==> src/rtl/vga_timing_gen_if.sv <==
// Pixel/timing bundle between vga_timing_gen (master) and a display consumer (slave).
// The master takes the mode select and external pixel, and drives coordinates, syncs and colour.
interface vga_timing_gen_if #(
   parameter int HW = 10,
   parameter int VW = 10,
   parameter int CW = 4
);
   logic [1:0]    mode;
   logic [CW-1:0] ext_r;
   logic [CW-1:0] ext_g;
   logic [CW-1:0] ext_b;
   logic [HW-1:0] x_o;
   logic [VW-1:0] y_o;
   logic          hsync_o;
   logic          vsync_o;
   logic          de_o;
   logic [CW-1:0] r_o;
   logic [CW-1:0] g_o;
   logic [CW-1:0] b_o;
   logic          frame_start_o;
   logic [1:0]    mode_q_o;

   modport master (
      input  mode, ext_r, ext_g, ext_b,
      output x_o, y_o, hsync_o, vsync_o, de_o, r_o, g_o, b_o, frame_start_o, mode_q_o
   );

   modport slave (
      output mode, ext_r, ext_g, ext_b,
      input  x_o, y_o, hsync_o, vsync_o, de_o, r_o, g_o, b_o, frame_start_o, mode_q_o
   );
endinterface

==> src/rtl/vga_timing_gen.sv <==
// VGA raster timing generator with colour bars, checkerboard and external-pixel sources.
// Stage 0 is the x/y counter pair; every video output is registered from it one clk later.
module vga_timing_gen #(
   parameter int H_ACTIVE = 640,
   parameter int H_FP     = 16,
   parameter int H_SYNC   = 96,
   parameter int H_BP     = 48,
   parameter int V_ACTIVE = 480,
   parameter int V_FP     = 10,
   parameter int V_SYNC   = 2,
   parameter int V_BP     = 33,
   parameter int HS_POL   = 0,
   parameter int VS_POL   = 0,
   parameter int CW       = 4,
   parameter int CHK_LOG2 = 4
) (
   input  logic             clk,
   input  logic             clr,
   vga_timing_gen_if.master vif
);
   localparam int H_TOTAL = H_ACTIVE + H_FP + H_SYNC + H_BP;
   localparam int V_TOTAL = V_ACTIVE + V_FP + V_SYNC + V_BP;
   localparam int HW      = $clog2(H_TOTAL);
   localparam int VW      = $clog2(V_TOTAL);
   localparam int BAR_W   = H_ACTIVE / 8;

   localparam logic [HW-1:0] H_LAST   = HW'(H_TOTAL - 1);
   localparam logic [HW-1:0] H_ACT_N  = HW'(H_ACTIVE);
   localparam logic [HW-1:0] HS_BEG   = HW'(H_ACTIVE + H_FP);
   localparam logic [HW-1:0] HS_END   = HW'(H_ACTIVE + H_FP + H_SYNC);
   localparam logic [HW-1:0] BAR_LAST = HW'(BAR_W - 1);
   localparam logic [VW-1:0] V_LAST   = VW'(V_TOTAL - 1);
   localparam logic [VW-1:0] V_ACT_N  = VW'(V_ACTIVE);
   localparam logic [VW-1:0] VS_BEG   = VW'(V_ACTIVE + V_FP);
   localparam logic [VW-1:0] VS_END   = VW'(V_ACTIVE + V_FP + V_SYNC);
   localparam logic          HS_ACT   = 1'(HS_POL);
   localparam logic          VS_ACT   = 1'(VS_POL);
   localparam logic [CW-1:0] FULL     = '1;

   logic [HW-1:0] r_hcnt;
   logic [VW-1:0] r_vcnt;
   logic [HW-1:0] r_bar_pix;
   logic [2:0]    r_bar_idx;

   logic          r_hsync;
   logic          r_vsync;
   logic          r_de;
   logic [CW-1:0] r_r;
   logic [CW-1:0] r_g;
   logic [CW-1:0] r_b;
   logic          r_frame_start;
   logic [1:0]    r_mode_q;

   logic          w_h_last;
   logic          w_v_last;
   logic          w_origin;
   logic          w_active;
   logic          w_hs_on;
   logic          w_vs_on;
   logic [1:0]    w_mode_eff;
   logic [2:0]    w_bar_rgb;
   logic [CW-1:0] w_r;
   logic [CW-1:0] w_g;
   logic [CW-1:0] w_b;

   assign w_h_last = (r_hcnt == H_LAST);
   assign w_v_last = (r_vcnt == V_LAST);
   assign w_origin = (r_hcnt == '0) && (r_vcnt == '0);
   assign w_active = (r_hcnt < H_ACT_N) && (r_vcnt < V_ACT_N);
   assign w_hs_on  = (r_hcnt >= HS_BEG) && (r_hcnt < HS_END);
   assign w_vs_on  = (r_vcnt >= VS_BEG) && (r_vcnt < VS_END);
   // The origin pixel already uses the mode being sampled on this edge.
   assign w_mode_eff = w_origin ? vif.mode : r_mode_q;

   // Bar index tracked incrementally so no divider is needed for x/(H_ACTIVE/8).
   always_ff @(posedge clk or negedge clr) begin
      if (!clr) begin
         r_hcnt    <= '0;
         r_vcnt    <= '0;
         r_bar_pix <= '0;
         r_bar_idx <= '0;
      end else if (w_h_last) begin
         r_hcnt    <= '0;
         r_bar_pix <= '0;
         r_bar_idx <= '0;
         r_vcnt    <= w_v_last ? '0 : r_vcnt + 1'b1;
      end else begin
         r_hcnt <= r_hcnt + 1'b1;
         if (r_bar_pix == BAR_LAST) begin
            r_bar_pix <= '0;
            r_bar_idx <= r_bar_idx + 1'b1;
         end else begin
            r_bar_pix <= r_bar_pix + 1'b1;
         end
      end
   end

   always_comb begin
      w_bar_rgb = 3'b000;
      case (r_bar_idx)
         3'd0:    w_bar_rgb = 3'b111;
         3'd1:    w_bar_rgb = 3'b110;
         3'd2:    w_bar_rgb = 3'b011;
         3'd3:    w_bar_rgb = 3'b010;
         3'd4:    w_bar_rgb = 3'b101;
         3'd5:    w_bar_rgb = 3'b100;
         3'd6:    w_bar_rgb = 3'b001;
         default: w_bar_rgb = 3'b000;
      endcase
   end

   always_comb begin
      w_r = '0;
      w_g = '0;
      w_b = '0;
      if (w_active) begin
         case (w_mode_eff)
            2'd1: begin
               w_r = {CW{w_bar_rgb[2]}};
               w_g = {CW{w_bar_rgb[1]}};
               w_b = {CW{w_bar_rgb[0]}};
            end
            2'd2: begin
               if (r_hcnt[CHK_LOG2] ^ r_vcnt[CHK_LOG2]) begin
                  w_r = FULL;
                  w_g = FULL;
                  w_b = FULL;
               end
            end
            2'd3: begin
               w_r = vif.ext_r;
               w_g = vif.ext_g;
               w_b = vif.ext_b;
            end
            default: ;
         endcase
      end
   end

   always_ff @(posedge clk or negedge clr) begin
      if (!clr) begin
         r_hsync       <= ~HS_ACT;
         r_vsync       <= ~VS_ACT;
         r_de          <= 1'b0;
         r_r           <= '0;
         r_g           <= '0;
         r_b           <= '0;
         r_frame_start <= 1'b0;
         r_mode_q      <= 2'd0;
      end else begin
         r_hsync       <= w_hs_on ? HS_ACT : ~HS_ACT;
         r_vsync       <= w_vs_on ? VS_ACT : ~VS_ACT;
         r_de          <= w_active;
         r_r           <= w_r;
         r_g           <= w_g;
         r_b           <= w_b;
         r_frame_start <= w_origin;
         if (w_origin) begin
            r_mode_q <= vif.mode;
         end
      end
   end

   assign vif.x_o           = r_hcnt;
   assign vif.y_o           = r_vcnt;
   assign vif.hsync_o       = r_hsync;
   assign vif.vsync_o       = r_vsync;
   assign vif.de_o          = r_de;
   assign vif.r_o           = r_r;
   assign vif.g_o           = r_g;
   assign vif.b_o           = r_b;
   assign vif.frame_start_o = r_frame_start;
   assign vif.mode_q_o      = r_mode_q;
endmodule

==> src/flat_wrapper.sv <==
// flat-port wrapper written by rule: the top's interface ports become plain ports
module vga_timing_gen_flat 
#(
   parameter int H_ACTIVE = 640,
   parameter int H_FP     = 16,
   parameter int H_SYNC   = 96,
   parameter int H_BP     = 48,
   parameter int V_ACTIVE = 480,
   parameter int V_FP     = 10,
   parameter int V_SYNC   = 2,
   parameter int V_BP     = 33,
   parameter int HS_POL   = 0,
   parameter int VS_POL   = 0,
   parameter int CW       = 4,
   parameter int CHK_LOG2 = 4
)
  (clk, clr, vif_mode, vif_ext_r, vif_ext_g, vif_ext_b, vif_x_o, vif_y_o, vif_hsync_o, vif_vsync_o, vif_de_o, vif_r_o, vif_g_o, vif_b_o, vif_frame_start_o, vif_mode_q_o);
  vga_timing_gen_if #(.HW(10), .VW(10), .CW(CW)) vif_i ();
  input  logic clk;
  input  logic clr;
  input wire logic [$bits(vif_i.mode)-1:0] vif_mode;
  input wire logic [$bits(vif_i.ext_r)-1:0] vif_ext_r;
  input wire logic [$bits(vif_i.ext_g)-1:0] vif_ext_g;
  input wire logic [$bits(vif_i.ext_b)-1:0] vif_ext_b;
  output wire logic [$bits(vif_i.x_o)-1:0] vif_x_o;
  output wire logic [$bits(vif_i.y_o)-1:0] vif_y_o;
  output wire logic [$bits(vif_i.hsync_o)-1:0] vif_hsync_o;
  output wire logic [$bits(vif_i.vsync_o)-1:0] vif_vsync_o;
  output wire logic [$bits(vif_i.de_o)-1:0] vif_de_o;
  output wire logic [$bits(vif_i.r_o)-1:0] vif_r_o;
  output wire logic [$bits(vif_i.g_o)-1:0] vif_g_o;
  output wire logic [$bits(vif_i.b_o)-1:0] vif_b_o;
  output wire logic [$bits(vif_i.frame_start_o)-1:0] vif_frame_start_o;
  output wire logic [$bits(vif_i.mode_q_o)-1:0] vif_mode_q_o;
  assign vif_i.mode = vif_mode;
  assign vif_i.ext_r = vif_ext_r;
  assign vif_i.ext_g = vif_ext_g;
  assign vif_i.ext_b = vif_ext_b;
  assign vif_x_o = vif_i.x_o;
  assign vif_y_o = vif_i.y_o;
  assign vif_hsync_o = vif_i.hsync_o;
  assign vif_vsync_o = vif_i.vsync_o;
  assign vif_de_o = vif_i.de_o;
  assign vif_r_o = vif_i.r_o;
  assign vif_g_o = vif_i.g_o;
  assign vif_b_o = vif_i.b_o;
  assign vif_frame_start_o = vif_i.frame_start_o;
  assign vif_mode_q_o = vif_i.mode_q_o;
  vga_timing_gen #(.H_ACTIVE(H_ACTIVE), .H_FP(H_FP), .H_SYNC(H_SYNC), .H_BP(H_BP), .V_ACTIVE(V_ACTIVE), .V_FP(V_FP), .V_SYNC(V_SYNC), .V_BP(V_BP), .HS_POL(HS_POL), .VS_POL(VS_POL), .CW(CW), .CHK_LOG2(CHK_LOG2)) u_core (.clk(clk), .clr(clr), .vif(vif_i));
endmodule
==> config.mk <==
export PLATFORM = sky130hd
export DESIGN_NAME = vga_timing_gen_flat
export DESIGN_NICKNAME = d
export VERILOG_FILES = /design/src/rtl/vga_timing_gen_if.sv /design/src/rtl/vga_timing_gen.sv /design/src/flat_wrapper.sv
export SDC_FILE = /design/constraint.sdc
export NUM_CORES = 1
export LEC_CHECK = 0
export CAP_MARGIN = 20
export CORE_MARGIN = 10
export CORE_UTILIZATION = 30
export DETAILED_ROUTE_END_ITERATION = 7
export PLACE_DENSITY = 0.52
export RECOVER_POWER = 50
export SYNTH_ARGS = -nofsm -noshare
export SYNTH_HDL_FRONTEND = slang
export SYNTH_SLANG_ARGS = --single-unit
==> constraint.sdc <==
create_clock -name clk -period 4.1 [get_ports clk]
set_clock_uncertainty 0.05 [all_clocks]
set_input_delay 0.615 -clock clk [delete_from_list [all_inputs] [get_ports clk]]
set_output_delay 0.615 -clock clk [all_outputs]
set_load 0.02 [all_outputs]
After elaboration in Yosys (flattened, before gate mapping)
Index checks and enable logic that the tools add are counted.
{"block": "classes", "add_sub_neg": 4, "magnitude_cmp": 6, "eq_ne": 12, "n_mux": 17, "bitwise_logic": 1, "n_reduce_logical": 8}
{"cell": "10-bit two-way mux", "count": 4}
{"cell": "4-bit one-hot mux with 3 select lines", "count": 3}
{"cell": "10-bit by 1-bit adder with 10-bit output (second input constant)", "count": 3}
{"cell": "3-bit one-hot mux with 7 select lines", "count": 1}
{"cell": "10-bit == test (second input constant)", "count": 2}
{"cell": "10-bit logical NOT", "count": 2}
{"cell": "10-bit less-than comparator (second input constant)", "count": 2}
{"cell": "10-bit by 9-bit less-than comparator with 1-bit output (second input constant)", "count": 2}
{"cell": "4-bit two-way mux", "count": 4}
{"cell": "10-bit by 7-bit == test with 1-bit output (second input constant)", "count": 1}
{"cell": "10-bit greater-or-equal comparator (second input constant)", "count": 1}
{"cell": "10-bit by 9-bit greater-or-equal comparator with 1-bit output (second input constant)", "count": 1}
{"cell": "3-bit == test (second input constant)", "count": 3}
{"cell": "3-bit by 2-bit == test with 1-bit output (second input constant)", "count": 2}
{"cell": "3-bit two-way mux", "count": 2}
{"cell": "2-bit == test (second input constant)", "count": 2}
{"cell": "1-bit logical AND", "count": 4}
{"cell": "3-bit by 1-bit adder with 3-bit output (second input constant)", "count": 1}
{"cell": "3-bit by 1-bit == test with 1-bit output (second input constant)", "count": 1}
{"cell": "3-bit logical NOT", "count": 1}
{"cell": "2-bit by 1-bit == test with 1-bit output (second input constant)", "count": 1}
{"cell": "1-bit two-way mux", "count": 2}
{"cell": "2-bit two-way mux", "count": 1}
{"cell": "2-bit nonzero test", "count": 1}
{"cell": "1-bit bitwise XOR", "count": 1}
{"block": "word_totals", "reg_bits": 51, "inputBits": 16, "wordCells": 60}

Longest topological paths before layout
Gate-level depths: netlist (run 1).
{"block": "logic_depth", "depth_word": 6, "mapped_depth": 8}

Worst setup path after synthesis (run 1)
OpenSTA, ideal clock, no wires.
{"block": "synth_timing", "path_type": "register to register", "start": "register u_core.r_vcnt[0], in the netlist u_core.vif.y_o[0]", "end": "register u_core.r_b[0], in the netlist u_core.vif.b_o[0]", "setup_ps": 76, "arrival_ps": 2127, "t_required_ps": 3974, "slack_ps": 1847, "path_stages_with_launch": 9, "path_buffers": 1, "cell_sequence": "dfrtp_1 > inv_1 > ha_1 > or4b_4 > nor4_4 > and2_1 > buf_4 > mux2_4 > o21ai_1"}
{"block": "synth_via", "elab_chain_len": 6}
{"item": "start: declaration", "line": "vga_timing_gen.sv:41", "text": "logic [VW-1:0] r_vcnt;"}
{"item": "start signal: assignment", "line": "vga_timing_gen.sv:86", "text": "r_vcnt <= w_v_last ? '0 : r_vcnt + 1'b1;"}
{"item": "10-bit logical NOT (*)", "line": "vga_timing_gen.sv:68", "text": "assign w_origin = (r_hcnt == '0) && (r_vcnt == '0);"}
{"item": "1-bit logical AND (*)", "line": "vga_timing_gen.sv:68"}
{"item": "named net u_core.w_origin", "line": "vga_timing_gen.sv:56", "text": "logic w_origin;"}
{"item": "2-bit two-way mux (*)"}
{"item": "2-bit == test or 2-bit by 1-bit == test with 1-bit output (tied branches)", "line": "vga_timing_gen.sv:117", "text": "case (w_mode_eff)"}
{"item": "4-bit one-hot mux with 3 select lines (*)", "line": "vga_timing_gen.sv:117"}
{"item": "4-bit two-way mux (*)", "line": "vga_timing_gen.sv:116", "text": "if (w_active) begin"}
{"item": "named net u_core.w_b[0]", "line": "vga_timing_gen.sv:64", "text": "logic [CW-1:0] w_b;"}
{"item": "end signal: assignment", "line": "vga_timing_gen.sv:156", "text": "r_b <= w_b;"}
{"item": "end: declaration", "line": "vga_timing_gen.sv:50", "text": "logic [CW-1:0] r_b;"}
Mark *: on every way through the listed nets, which the timed path passes. The rest lies on a longest branch.
A chain may end at the register's enable or synchronous reset.

Worst setup path in the final report (run 1)
{"block": "layout_timing", "start": "register u_core.r_hcnt[0], in the netlist u_core.vif.x_o[0]", "end": "register u_core.r_vcnt[8], in the netlist u_core.vif.y_o[8]"}
{"block": "layout_via", "elab_chain_len": 1}
{"item": "start: declaration", "line": "vga_timing_gen.sv:40", "text": "logic [HW-1:0] r_hcnt;"}
{"item": "start signal: assignment", "line": "vga_timing_gen.sv:88", "text": "r_hcnt <= r_hcnt + 1'b1;"}
{"item": "10-bit == test", "line": "vga_timing_gen.sv:66", "text": "assign w_h_last = (r_hcnt == H_LAST);"}
No other way between the ends.

==> impl_metrics.py, run 1 <==
metrics = {
    "status": {
        "status": "completed",
    },
    "drt": {
        "first_iter_violations": 43,
        "wl_per_cell_um": 14.75,
        "dr.pass1.iters": 4,
        "drc_errors": 0,
        "dr_total_vias": 1907,
        "antenna_left": 0,
        "totalWireLength_mm": 5.854,
        "viasPerCell": 4.804,
    },
    "cts": {
        "clkTransAtPathRegs_ns": 0.09,
        "cts_buffers": 5,
        "ctsHoldBuffers": 0,
        "post_cts_buffers": 0,
        "cts_resized": 0,
        "htree_levels": 2,
        "clk_latency_ns": 0.30,
        "clk_root_buffer_cell": "clkbuf_8",
        "cts.path.max_buffers": 2,
        "tritoncts": "yes",
        "cts_sinks": 51,
    },
    "timing": {
        "finalMaxSlewViolations": 0,
        "fmax_mhz": 399.6,
        "period_share_pct": 61.04,
        "rsz0062_at_grt": "false",
        "slew_headroom_pct": 28.61,
        "fin_ws_ns": 1.597,
        "tightestPinTransition_ns": 1.063,
        "hold_viol": 0,
        "final-setup-viol-count": 0,
        "period_needed_ns": 2.503,
        "final.setup.tns_ns": 0,
    },
    "finish": {
        "multiInputGateArea_mm2": 0.001162,
        "nets": 317,
        "syn2layout_area_growth_pct": 27.34,
        "fin_util_pct": 39.15,
        "drive_above_1_share_pct": 7.192,
        "diodes": 0,
        "regArea_mm2": 0.001279,
        "n_fill_cell": 846,
    },
    "yosys": {
        "synth_seq_area_share_pct": 50.62,
        "ys.flop_type": "dfrtp_1",
        "yosysMostFrequentCell": "dfrtp_1",
        "avgSynthCellArea_um2": 10.75,
        "synth_top_area_share_pct": 48.54,
        "syn_area_mm2": 0.002526,
        "netlist_top_cells_count": "dfrtp_1, nor2_1, nand2_1",
        "ys_async_sr_fraction_pct": 100.0,
        "syn_nets": 261,
        "synth_area_leaders": "dfrtp_1, ha_1, xnor2_1",
        "yosysWarnings": 0,
        "ys_seq_elements": 51,
        "netlist_instances": 235,
        "synth_edf_count": 0,
        "synth_cell_types": 47,
        "synth_top_cell_by_area": "dfrtp_1",
    },
    "grt": {
        "grt_pass1_vias": 1953,
        "grt_pass1_wl_mm": 10.05,
        "globalRouteMet3Util_pct": 3.113,
        "met1_usage_pct": 12.53,
        "met2_usage_pct": 14.45,
        "grt-ovfl-total": 0,
        "antenna_found_initial": 0,
        "grt_max_degree": 52,
        "grt_use_total_pct": 9.634,
        "grt.busiest_layer": "met2",
    },
    "worst_hold_path": {
        "worstHoldPathType": "in2async",
    },
    "floorplanning": {
        "initial_core_util_pct": 30.74,
        "die_area_mm2": 0.01249,
        "die-width_um": 111.8,
        "die_h_um": 111.8,
        "num_io_pins": 54,
        "core_region_area_mm2": 0.008217,
        "rows": 33,
    },
    "power_and_ir_drop": {
        "ir_drop_mv": 0.1097,
        "totalPowerFinal_uw": 877.1,
        "powerDensity_mw_per_mm2": 272.7,
        "p_leak_nw": 1.368,
    },
    "placement": {
        "gp_routability_congestion": 0.7992,
        "post-place-ws_ns": 1.718,
        "port_buffers": 53,
        "place_hpwl_mm": 4.424,
    },
    "setup_path": {
        "cp_max_fo": 18,
        "end_kind": "flop",
        "arrival_ns": 2.65,
        "worstSetupPathType": "reg2reg",
        "start_kind": "flop",
        "crit_required_ns": 4.24,
    },
    "flow_run": {
        "maxCapViolCount": 0,
    },
}
[sequential cells by signal (all words and copies together), names as in the netlist, 2 cells and up]
| signal | count |
|---|---|
| u_core.r_bar_idx | 3 |
| u_core.r_bar_pix | 10 |
| u_core.vif.b_o | 4 |
| u_core.vif.g_o | 4 |
| u_core.vif.mode_q_o | 2 |
| u_core.vif.r_o | 4 |
| u_core.vif.x_o | 10 |
| u_core.vif.y_o | 10 |
[logic make-up (layout without fill, tap and decap cells)]
family / Yosys count / in the layout / share of synthesized area, %
flip-flops: 51 / 51 / 50.62
AND/OR/NAND/NOR: 93 / 93 / 21.30
XOR/XNOR: 21 / 21 / 7.281
buffers and inverters: 13 / 70 / 2.575
multiplexers: 7 / 7 / 3.269
adder cells (fa/ha/maj): 10 / 10 / 4.953
AO/OA/AOI/OAI: 40 / 40 / 10.01
[layout by cell type (no fill, tap or decap), types with 2 or more instances in the layout]
master	netlist	final
mux2_4	2	2
xnor2_1	11	11
nand3_1	11	11
o311ai_0	4	4
clkdlybuf4s50_1	0	51
nand4b_1	2	2
nor2_1	20	20
dfrtp_1	49	49
mux2i_1	3	3
nor3_1	5	6
nor2b_1	2	2
o21ai_1	11	11
clkbuf_8	0	5
xor2_1	10	10
nand2_1	19	19
or4_4	2	2
and3_1	8	8
nor4b_1	2	2
nor4_1	3	4
a21o_1	4	4
inv_1	7	7
dfstp_2	2	2
o31ai_1	3	3
ha_1	10	10
clkbuf_1	2	3
o21ai_0	4	4
nand4_1	4	4
a21oi_1	10	10
and2_1	2	2
and4_1	2	2
[path summary, 6_finish.rpt]
check / start / to / slack (ns) / cells past startpoint
hold reg to reg: u_core.r_bar_pix[0] / u_core.r_bar_pix[0] / 0.43 / 1
min in group clk: u_core.r_bar_pix[0] / u_core.r_bar_pix[0] / 0.43 / 1
setup / recovery: u_core.vif.x_o[0] / u_core.vif.y_o[8] / 1.60 / 6
setup reg to reg: u_core.vif.x_o[0] / u_core.vif.y_o[8] / 1.60 / 6
max in group asynchronous: clr / u_core.vif.x_o[9] / 3.18 / 2
hold / removal: clr / u_core.vif.g_o[3] / 0.38 / 2
[final cells by class]
class,count,share of cell area (%)
inverters,7,0.8168
clock buffers,7,2.373
flip-flops and latches,51,39.75
multi-input cells,171,36.13
well taps,105,4.084
repair buffers,55,16.69
clock inverters,1,0.1556
[worst max-delay path: stages (launching register included)]
cell and delay, ns:
dfrtp_1 0.42, ha_1 0.21, nand3_1 0.21, nor4_1 0.48, clkbuf_1 0.61, nand4_1 0.24, xnor2_1 0.18
[metrics by stage]
step	hold slack, ns	cells	instance area, µm²
6_report	0.3782	397	3217
3_3_place_gp	0.4285	389	3159
5_1_grt	0.4265	397	3217
4_1_cts	0.4008	397	3241
2_1_floorplan	0.2694	235	2526
3_5_place_dp	0.4207	389	3159
[metal layers]
metal	wire length (µm)	up-vias
met1	2833	911
li1	-	944
met4	94	0
met5	0	-
met3	333	7
met2	2593	45
[power breakdown]
| part | switching [mW] | internal [mW] |
|---|---|---|
| clock network | 0.158 | 0.120 |
| registers | 0.00452 | 0.513 |
| logic | 0.0415 | 0.0399 |
Power figures use the tool's default switching activity.
==> inputs of run 2 (changes only) <==
- PLACE_DENSITY: 0.52 -> 0.54
- clock period: 4.1 -> 2.3 ns (I/O delays scaled with it)
==> run 2 against run 1 <==
Net effect: critical path depth fell by 4; first-iteration DRC count up 33%; clock power grew 84%; flip-flop and latch count unchanged; wire length rose by 3.8%; highest routed layer unchanged.
==> impl_metrics.py, run 2 (synthesis gave the netlist of run 1 again) <==
metrics = {
    "drt": {
        "drc_errors": 0,
        "dr_total_vias": 1990,
        "dr.pass1.iters": 5,
        "first_iter_violations": 57,
        "wl_met3_um": 405,
        "met2_length_mm": 2.692,
        "met1_length_mm": 2.917,
        "top_layer_used": "met4",
        "viasPerCell": 4.749,
        "wl_per_cell_um": 14.51,
        "totalWireLength_mm": 6.079,
        "antenna_left": 0,
    },
    "floorplanning": {
        "initial_core_util_pct": 30.74,
        "rows": 33,
        "core_region_area_mm2": 0.008217,
        "die_area_mm2": 0.01249,
        "num_io_pins": 54,
        "die-width_um": 111.8,
        "die_h_um": 111.8,
    },
    "cts": {
        "htree_levels": 2,
        "clkTransAtPathRegs_ns": 0.09,
        "clk_latency_ns": 0.31,
        "cts_sinks": 51,
        "cts_buffers": 5,
        "cts.path.max_buffers": 2,
        "clk_root_buffer_cell": "clkbuf_8",
        "tritoncts": "yes",
    },
    "timing": {
        "period_needed_ns": 2.106,
        "finalMaxSlewViolations": 0,
        "hold_viol": 0,
        "slew_headroom_pct": 23.05,
        "tightestPinTransition_ns": 1.154,
        "fin_ws_ns": 0.1945,
        "fmax_mhz": 474.9,
        "rsz0062_at_grt": "false",
        "period_share_pct": 91.54,
        "final-setup-viol-count": 0,
    },
    "setup_path": {
        "arrival_ns": 1.71,
        "crit_required_ns": 1.90,
        "cp_max_fo": 8,
        "slowest_stage": "clkdlybuf4s50_1",
        "worstSetupPathType": "reg2out",
        "critPathTopFamily": "buffers and inverters",
        "start_kind": "flop",
        "cp_num_buf_inv": 2,
        "end_kind": "output port",
        "slowest_delay_ns": 0.70,
        "cp_cell_sequence": "clkbuf_1, clkdlybuf4s50_1",
    },
    "flow_run": {
        "maxCapViolCount": 0,
    },
    "finish": {
        "final_common_cell": "dfrtp_1",
        "fin_util_pct": 41.50,
        "nets": 339,
        "drive_above_1_share_pct": 14.01,
        "layout_common_cells": "dfrtp_1, clkdlybuf4s50_1, nor2_1, nand2_1, buf_4",
        "final_cells": 419,
        "diodes": 0,
        "syn2layout_area_growth_pct": 34.97,
    },
    "grt": {
        "grt_use_total_pct": 9.802,
        "grt_max_degree": 47,
        "grt-ovfl-total": 0,
        "antenna_found_initial": 0,
        "grt_pass1_wl_mm": 10.27,
        "grt_pass1_vias": 1974,
    },
    "placement": {
        "dp.cells": 409,
        "port_buffers": 53,
        "place_hpwl_mm": 4.587,
        "post-place-ws_ns": -0.05480,
        "gp_routability_congestion": 0.7739,
    },
    "worst_hold_path": {
        "worstHoldPathType": "in2async",
    },
    "power_and_ir_drop": {
        "p_leak_nw": 1.477,
        "ir_drop_mv": 0.1926,
        "totalPowerFinal_mw": 1.580,
        "powerDensity_mw_per_mm2": 463.5,
    },
    "status": {
        "status": "completed",
    },
}
[run 2: area by class of cell]
type / instances / area [µm²]
clock inverters: 3 / 15.01
clock buffers: 5 / 68.82
well taps: 105 / 131.4
inverters: 7 / 26.28
flip-flops and latches: 51 / 1279
multi-input cells: 171 / 1206
fillers: 812 / 4807
repair buffers: 77 / 683.2
[run 2: final timing paths]
check,depth (start not counted),startpoint,to,slack [ns]
max,2,u_core.vif.y_o[4],vif_y_o[4],0.19
min,2,clr,u_core.vif.r_o[0],0.36
max reg2reg,7,u_core.vif.y_o[0],u_core.vif.b_o[0],0.21
min reg2reg,1,u_core.r_bar_pix[0],u_core.r_bar_pix[0],0.44
max in group asynchronous,3,clr,u_core.vif.y_o[0],0.44
min in group clk,1,u_core.r_bar_pix[0],u_core.r_bar_pix[0],0.44
[run 2: timing repair]
| action | 4_1_cts | 5_1_grt |
|---|---|---|
| hold buffers | 1 | 0 |
| hold endpoints to repair | 5 | 0 |
| resized for setup | 2 | 4 |
| endpoints found under the setup margin | 12 | 12 |
| pin swaps | 0 | 2 |
| buffers inserted | 0 | 1 |
[run 2: per-layer routing]
| metal | global-route usage (%) | vias up |
|---|---|---|
| li1 | - | 989 |
| met1 | 12.91 | 944 |
| met2 | 14.45 | 49 |
| met3 | 3.328 | 8 |
| met4 | 3.599 | 0 |
| met5 | 0 | - |
[run 2: metrics by stage]
stage	cell area (µm²)	hold slack (ns)	setup TNS, ns
2_1_floorplan	2526	-0.0005911	0
3_5_place_dp	3322	0.1314	-0.3350
5_1_grt	3410	0.3994	0
3_3_place_gp	3322	0.1310	0
4_1_cts	3421	0.3373	0
6_report	3410	0.3625	0
[run 2: report_power, final]
part	total, mW	internal (mW)	switching (mW)
registers	0.922	0.915	0.00736
clock network	0.512	0.209	0.303
logic	0.146	0.0703	0.0754
[run 2: worst reg2reg max path: stages (launching register included)]
cell and delay (ns):
dfrtp_1 0.39, inv_1 0.09, ha_1 0.14, or4b_4 0.49
nor4_4 0.18, and2_4 0.23, mux2_4 0.32, o21ai_1 0.14
